**config.mk**
```make
export PLATFORM = sky130hd
export DESIGN_NAME = alu_op_sequencer
export DESIGN_NICKNAME = d
export VERILOG_FILES = /design/src/rtl/alu_op_sequencer.sv
export SDC_FILE = /design/constraint.sdc
export NUM_CORES = 1
export LEC_CHECK = 0
export BUFFER_PORTS_ARGS = -buffer_cell sky130_fd_sc_hd__buf_4
export CELL_PAD_IN_SITES_DETAIL_PLACEMENT = 1
export CELL_PAD_IN_SITES_GLOBAL_PLACEMENT = 1
export CORE_ASPECT_RATIO = 0.75
export CORE_MARGIN = 3
export CORE_UTILIZATION = 50
export DETAILED_ROUTE_END_ITERATION = 8
export PLACE_DENSITY = 0.78
export SYNTH_ARGS = -nofsm -noshare
export SYNTH_HDL_FRONTEND = slang
export SYNTH_SLANG_ARGS = --single-unit
```
**constraint.sdc**
```tcl
create_clock -name iClock -period 5.55 [get_ports iClock]
set_clock_uncertainty 0.15 [all_clocks]
set_input_delay 0.555 -clock iClock [delete_from_list [all_inputs] [get_ports iClock]]
set_output_delay 0.555 -clock iClock [all_outputs]
set_load 0.01 [all_outputs]
```
**src/rtl/alu_op_sequencer.sv**
```systemverilog
// Issue stage for the 16-bit ALU: instruction FIFO, fixed 3-cycle issue/capture FSM and result handshake.
// Optional operand chaining from the last result is enabled by defining ALU_SEQ_CHAIN_EN.
module alu_op_sequencer #(
  parameter int unsigned WIDTH = 16,
  parameter int unsigned DEPTH = 4
) (
  input  logic             iClock,
  input  logic             iReset,
  input  logic             iInstValid,
  output logic             oInstReady,
  input  logic [2:0]       iInstOpcode,
  input  logic [WIDTH-1:0] iInstA,
  input  logic [WIDTH-1:0] iInstB,
  input  logic             iInstUseAcc,
  output logic [WIDTH-1:0] oA,
  output logic [WIDTH-1:0] oB,
  output logic [2:0]       oOpcode,
  input  logic [WIDTH-1:0] iAccumulator,
  input  logic             iCarryFlag,
  input  logic             iZeroFlag,
  output logic             oResValid,
  input  logic             iResReady,
  output logic [WIDTH-1:0] oResult,
  output logic             oResCarry,
  output logic             oResZero,
  output logic             oBusy
);

  localparam int unsigned AW = (DEPTH > 2) ? $clog2(DEPTH) : 1;
  localparam int unsigned CW = AW + 1;

  typedef enum logic [1:0] {IDLE, EXEC1, EXEC2, DONE} state_t;

  typedef struct packed {
`ifdef ALU_SEQ_CHAIN_EN
    logic             use_acc;
`endif
    logic [2:0]       opcode;
    logic [WIDTH-1:0] a;
    logic [WIDTH-1:0] b;
  } entry_t;

  state_t           state;
  entry_t           mem [DEPTH];
  entry_t           wr_entry;
  entry_t           head;
  logic [AW-1:0]    wr_ptr;
  logic [AW-1:0]    rd_ptr;
  logic [CW-1:0]    count;
  logic             full;
  logic             empty;
  logic             push;
  logic             pop;
  logic [WIDTH-1:0] issue_a;

  assign full       = (count == CW'(DEPTH));
  assign empty      = (count == '0);
  assign push       = iInstValid && !full;
  assign pop        = (state == IDLE) && !empty;
  assign oInstReady = !full;
  assign oBusy      = (state != IDLE) || !empty;
  assign head       = mem[rd_ptr];

  always_comb begin
    wr_entry.opcode = iInstOpcode;
    wr_entry.a      = iInstA;
    wr_entry.b      = iInstB;
`ifdef ALU_SEQ_CHAIN_EN
    wr_entry.use_acc = iInstUseAcc;
`endif
  end

`ifdef ALU_SEQ_CHAIN_EN
  logic [WIDTH-1:0] acc;

  // Last captured result, tracked alongside oResult for operand chaining.
  always_ff @(posedge iClock or negedge iReset) begin
    if (!iReset) begin
      acc <= '0;
    end else if (state == EXEC1) begin
      acc <= iAccumulator;
    end
  end

  assign issue_a = head.use_acc ? acc : head.a;
`else
  logic unused_use_acc;
  assign unused_use_acc = iInstUseAcc;
  assign issue_a        = head.a;
`endif

  // Storage is not reset; validity is carried by count.
  always_ff @(posedge iClock) begin
    if (push) begin
      mem[wr_ptr] <= wr_entry;
    end
  end

  always_ff @(posedge iClock or negedge iReset) begin
    if (!iReset) begin
      wr_ptr <= '0;
      rd_ptr <= '0;
      count  <= '0;
    end else begin
      if (push) wr_ptr <= wr_ptr + AW'(1);
      if (pop)  rd_ptr <= rd_ptr + AW'(1);
      case ({push, pop})
        2'b10:   count <= count + CW'(1);
        2'b01:   count <= count - CW'(1);
        default: count <= count;
      endcase
    end
  end

  // Operands are held through EXEC1 so the ALU flag flops see the same instruction as the capture.
  always_ff @(posedge iClock or negedge iReset) begin
    if (!iReset) begin
      state     <= IDLE;
      oA        <= '0;
      oB        <= '0;
      oOpcode   <= 3'b000;
      oResult   <= '0;
      oResCarry <= 1'b0;
      oResZero  <= 1'b0;
      oResValid <= 1'b0;
    end else begin
      case (state)
        IDLE: begin
          if (!empty) begin
            oA      <= issue_a;
            oB      <= head.b;
            oOpcode <= head.opcode;
            state   <= EXEC1;
          end
        end
        EXEC1: begin
          oResult <= iAccumulator;
          state   <= EXEC2;
        end
        EXEC2: begin
          oResCarry <= iCarryFlag;
          oResZero  <= iZeroFlag;
          oResValid <= 1'b1;
          oA        <= '0;
          oB        <= '0;
          oOpcode   <= 3'b000;
          state     <= DONE;
        end
        DONE: begin
          if (iResReady) begin
            oResValid <= 1'b0;
            state     <= IDLE;
          end
        end
        default: state <= IDLE;
      endcase
    end
  end

endmodule

```
# --- After elaboration in Yosys (flattened, before gate mapping) ---
# Memory sizes are Yosys's and may differ from the RTL's.
# Cells that the tools add are included.
word_totals:
  regBits: 63
  latch_bits: 0
  ram_bits: 140
  romBits: 0
  inputBits: 58
  out_inout_bits: 56
  word_cells: 52
  mem_count: 1
memory_table:
  columns: ["name", "depth", "width", "read_ports", "rd_ports_with_merged_regs", "wr", "line", "text"]
  rows:
  - ["mem", 4, 35, 1, 0, 1, "44", "entry_t mem [DEPTH];"]
op_classes:
  addsub: 4
  multipliers: 0
  n_div: 0
  order_cmp: 0
  eq_ne: 8
  shift: 0
  mux: 14
  bitwise_logic: 0
  reduce_logical: 14
ops:
  columns: ["op", "n"]
  rows:
  - ["$pmux W16 S2", 2]
  - ["$mux W16", 2]
  - ["$pmux W3 S2", 2]
  - ["$pmux W2 S4", 1]
  - ["$reduce_bool A2 Y1", 4]
  - ["$eq A2 B2 Y1 const B", 3]
  - ["$reduce_and A2 Y1", 3]
  - ["$add A2 B1 Y2 const B", 2]
  - ["$eq A2 B1 Y1 const B", 2]
  - ["$mux W2", 2]
  - ["$ne A2 B2 Y1 const B", 2]
  - ["$add A3 B1 Y3 const B", 1]
  - ["$eq A3 B3 Y1 const B", 1]
  - ["$logic_not A3 Y1", 1]
  - ["$mux W1", 3]
  - ["$mux W3", 1]
  - ["$sub A3 B1 Y3 const B", 1]
  - ["$logic_and A1 B1 Y1", 2]
  - ["$logic_not A1 Y1", 2]
  - ["$logic_not A2 Y1", 1]
  - ["$pmux W1 S2", 1]
  - ["$logic_or A1 B1 Y1", 1]

# --- Depth between registers and ports, before layout ---
depth:
  ltp_word: 5
  ltp_mapped: 8
  ltp_nobuf: 8

# --- Worst setup path before layout ---
# Ideal clock, no wire load.
synth_path:
  path_type: "register -> register"
  from: "register count[1]"
  to: "register count[1]"
  setup_time_ps: 125
  arrival_time_ps: 1978
  required_ps: 5275
  path_slack_ps: 3298
  stages_incl_launch_ff: 7
  n_path_buf: 0
  synth_period_minus_slack_ps: 2252
  path_cell_list: "dfrtp_1 or3b_1 and2_4 inv_1 ha_1 fa_1 mux2_2"
synth_via:
  elab_chain_len: 5
  word_cells_on_any_way: 12
  cone_classes: "2 x add/sub; 3 x eq/ne; 1 x mux; 6 x reduce/logical"
synth_lines:
  columns: ["item", "line", "text"]
  rows:
  - ["start, declared", "49", "logic [CW-1:0] count;"]
  - ["start signal, assigned", "108", "2'b10: count <= count + CW'(1);"]
  - ["start signal, assigned", "109", "2'b01: count <= count - CW'(1);"]
  - ["start signal, assigned", "110", "default: count <= count;"]
  - ["$eq A3 B3 Y1 (*)", "56", "assign full = (count == CW'(DEPTH));"]
  - ["$logic_not A1 Y1 (*)", null, null]
  - ["net oInstReady", "10", "output logic oInstReady,"]
  - ["$logic_and A1 B1 Y1 (*)", "58", "assign push = iInstValid && !full;"]
  - ["$eq A2 B1 Y1 / $eq A2 B2 Y1 (equally long branches)", "107", "case ({push, pop})"]
  - ["$pmux W3 S2 / $reduce_bool A2 Y1 (equally long branches)", null, null]
# The timed path passes the listed nets; every way through them passes the cells marked *.
# A chain may end at the register's enable or synchronous reset.

# --- Worst setup path after layout ---
layout_path:
  from: "register state[1]"
  to: "output port oBusy"
layout_via:
  elab_chain_len: 2
layout_lines:
  columns: ["item", "line", "text"]
  rows:
  - ["start, declared", "43", "state_t state;"]
  - ["start signal, assigned", "118", "state <= IDLE;"]
  - ["start signal, assigned", "133", "state <= EXEC1;"]
  - ["start signal, assigned", "138", "state <= EXEC2;"]
  - ["$reduce_bool A2 Y1", "61", "assign oBusy = (state != IDLE) || !empty;"]
  - ["$logic_or A1 B1 Y1", "61", null]
  - ["end, declared", "26", "output logic oBusy"]
# Every way passes these cells.

==> flow_summary.json <==
{
  "cts_tree": "done",
  "max_stage_delay_ps": 530,
  "met1_usage": 0.253,
  "synth_warnings": 0,
  "rsz0062_at_grt": "false",
  "fp.dieArea_mm2": 0.0167,
  "irDropWorstVdd_uv": 289,
  "ant_nets": 0,
  "finalCriticalPeriod_ps": 2710,
  "slew-limit-headroom": 0.224,
  "grt_pass1_wl_mm": 24.3,
  "syn_area_mm2": 0.00760,
  "final_nets": 540,
  "hold_class": "in2async",
  "swShare": 0.297,
  "wl_per_cell_um": 22.2,
  "ys_seq_area_frac": 0.760,
  "period_share": 0.487,
  "use_met3": 0.0488,
  "dp_hpwl_mm": 8.89,
  "grt_pass1_vias": 4225,
  "final_util": 0.628,
  "clock_latency_ps": 490,
  "postCtsSetupRepairBufs": 0,
  "status": "finished, final reports clean",
  "htreeDepth": 1,
  "regToRegSetupSlack_ps": 3170,
  "final_common_cell": "edfxtp_1",
  "core.rowCount": 38,
  "vias": 3799,
  "p_int_uw": 3580,
  "viasPerCell": 5.55,
  "clock_sinks": 203,
  "grt.met2_usage": 0.316,
  "critical_path.top_delay_family": "simple AND/OR/NAND/NOR gates",
  "diodes": 0,
  "crit_required_ps": 4850,
  "dp.cells": 649,
  "postLayoutCellArea_mm2": 0.00923,
  "synth_nets": 421,
  "power_uw": 5100,
  "synth_cells": 352,
  "rr_worst_depth": 6,
  "io_buffers": 112,
  "slew_violations": 0,
  "p_sw_uw": 1520,
  "first_pass_iters": 6,
  "critPathLaunch": "state[1]",
  "ctsRootBufferMaster": "clkbuf_16",
  "final-setup-viol-count": 0,
  "syn2layout_area_growth_pct": 21.4,
  "cpMaxStageDelayCell": "or4b_4",
  "leakage_uw": 0.00358,
  "fmax_mhz": 370,
  "clkPwrFrac": 0.248,
  "cp.arrival_ps": 2000,
  "worstMarginPinSlew_ps": 1160,
  "routed_wl_mm": 15.2,
  "track_usage": 0.187,
  "power_density_mw_per_mm2": 553,
  "drt-initial-drc-count": 260,
  "path_class": "reg2out",
  "cp-start-kind": "flop",
  "overflow": 0,
  "pwr-share-seq": 0.451,
  "synth_seq_cells": 203,
  "syn_area_per_cell_um2": 21.6,
  "hold_buffers": 0,
  "drcViolationCount": 0,
  "crit_chain": "inv_1 -> ha_1 -> or4b_4 -> buf_4",
  "path_clk_slew_ps": 60,
  "grt_antenna_before_repair": 0,
  "clockBufferDepth": 3,
  "fp.dieW_um": 148,
  "path_buf_inv": 2,
  "core_mm2": 0.0147,
  "fin_cells": 685,
  "drive_gt1_frac": 0.433,
  "gp_congestion": 0.682,
  "pwr-share-comb": 0.301,
  "r2r_end": "count[1]",
  "crit_fanout": 4,
  "hold_viol_final": 0,
  "place_area_mm2": 0.00861,
  "reg2reg_from": "count[1]",
  "cts_resized": 0,
  "grt_busiest_layer": "met2",
  "initial_core_util": 0.517,
  "io_pins": 114,
  "maxCapViolations": 0,
  "endpoint_kind": "output port",
  "numCtsBuffers": 20,
  "grt_max_degree": 64,
  "mostFrequentLayoutCells": "140 x edfxtp_1, 114 x buf_4, 61 x dfrtp_1",
  "die_h_um": 113,
  "ys_types": 29,
  "final.setup.tns_ps": 0
}
==> sequential cells by signal (all words and copies together) (netlist names), 3 cells and up <==
signal   cells
oA          16
count        3
oResult     16
oB          16
mem        140
oOpcode      3
==> cell usage after synthesis <==
library cell	count	area (µm²)
buf_6	1	11.3
nor3b_2	1	12.5
and3_1	4	25.0
nor3_1	1	5.00
dfrtp_1	63	1580
o21ai_4	1	16.3
ha_1	10	125
and2_4	1	8.76
xor2_1	2	17.5
or3b_1	1	8.76
edfxtp_1	140	4200
mux2i_1	1	10.0
buf_8	3	45.0
mux4_2	35	788
mux2_2	20	225
a22o_1	35	307
o31a_2	1	10.0
buf_1	1	3.75
clkbuf_1	6	22.5
a21boi_4	1	18.8
inv_1	6	22.5
or4b_4	1	13.8
mux2_4	1	15.0
fa_1	1	20.0
nand2_1	1	3.75
o2bb2ai_1	1	8.76
xnor2_1	4	35.0
buf_2	6	30.0
nor2_1	3	11.3
==> worst max-delay path by stage <==
stage,to,slack (ps),depth (start not counted)
after floorplan,count[1],3300,6
after global placement,count[1],3260,6
after detailed placement,oA[12],3190,4
after CTS,oBusy,2820,4
after global routing,oBusy,2760,4
final,oBusy,2840,4
==> cells by family (layout without fill, tap and decap cells) <==
logic type | count (synthesis) | after routing | synth area share
AO/OA/AOI/OAI | 39 | 39 | 0.0474
multiplexers | 57 | 57 | 0.137
XOR/XNOR | 6 | 6 | 0.00691
adder cells (fa/ha/maj) | 11 | 11 | 0.0191
AND/OR/NAND/NOR | 13 | 13 | 0.0117
flip-flops | 203 | 203 | 0.760
buffers and inverters | 23 | 156 | 0.0178
==> power by group through the flow <==
stage,logic (µW),clock network [µW],registers (µW)
4_1_cts,1580,1300,2310
6_report,1540,1270,2300
2_1_floorplan,1060,0,2270
3_3_place_gp,1510,0,2300
3_5_place_dp,1560,0,2330
5_1_grt,1670,1370,2350
==> layer usage <==
metal | share of wire | wire length [µm] | vias to the layer above
li1 | - | - | 1656
met1 | 0.42 | 6450 | 1994
met2 | 0.49 | 7460 | 124
met3 | 0.069 | 1050 | 25
met4 | 0.016 | 249 | 0
met5 | 0 | 0 | -
==> final cells by class <==
class | instances | area, µm²
Multi-Input combinational cell | 126 | 1700
Inverter | 6 | 22.5
Clock inverter | 5 | 26.3
Timing Repair Buffer | 114 | 856
Fill cell | 1237 | 5460
Clock buffer | 31 | 593
Tap cell | 200 | 250
Sequential cell | 203 | 5780
==> worst register-to-register path: cells and delay by family, from the launching register on <==
| family | cells | cell delay (ps) |
|---|---|---|
| DFF | 1 | 460 |
| buffers and inverters | 1 | 50 |
| adders and majority gates | 2 | 650 |
| muxes | 1 | 270 |
| and+or+nand+nor | 2 | 690 |
==> stage by stage <==
step,setup slack [ps],hold slack (ps)
detailed placement,3190,342
global route,2760,94.2
floorplan,3300,109
global placement,3260,340
CTS,2820,74.1
finish,2840,31.9
Power figures use the tool's default switching activity.
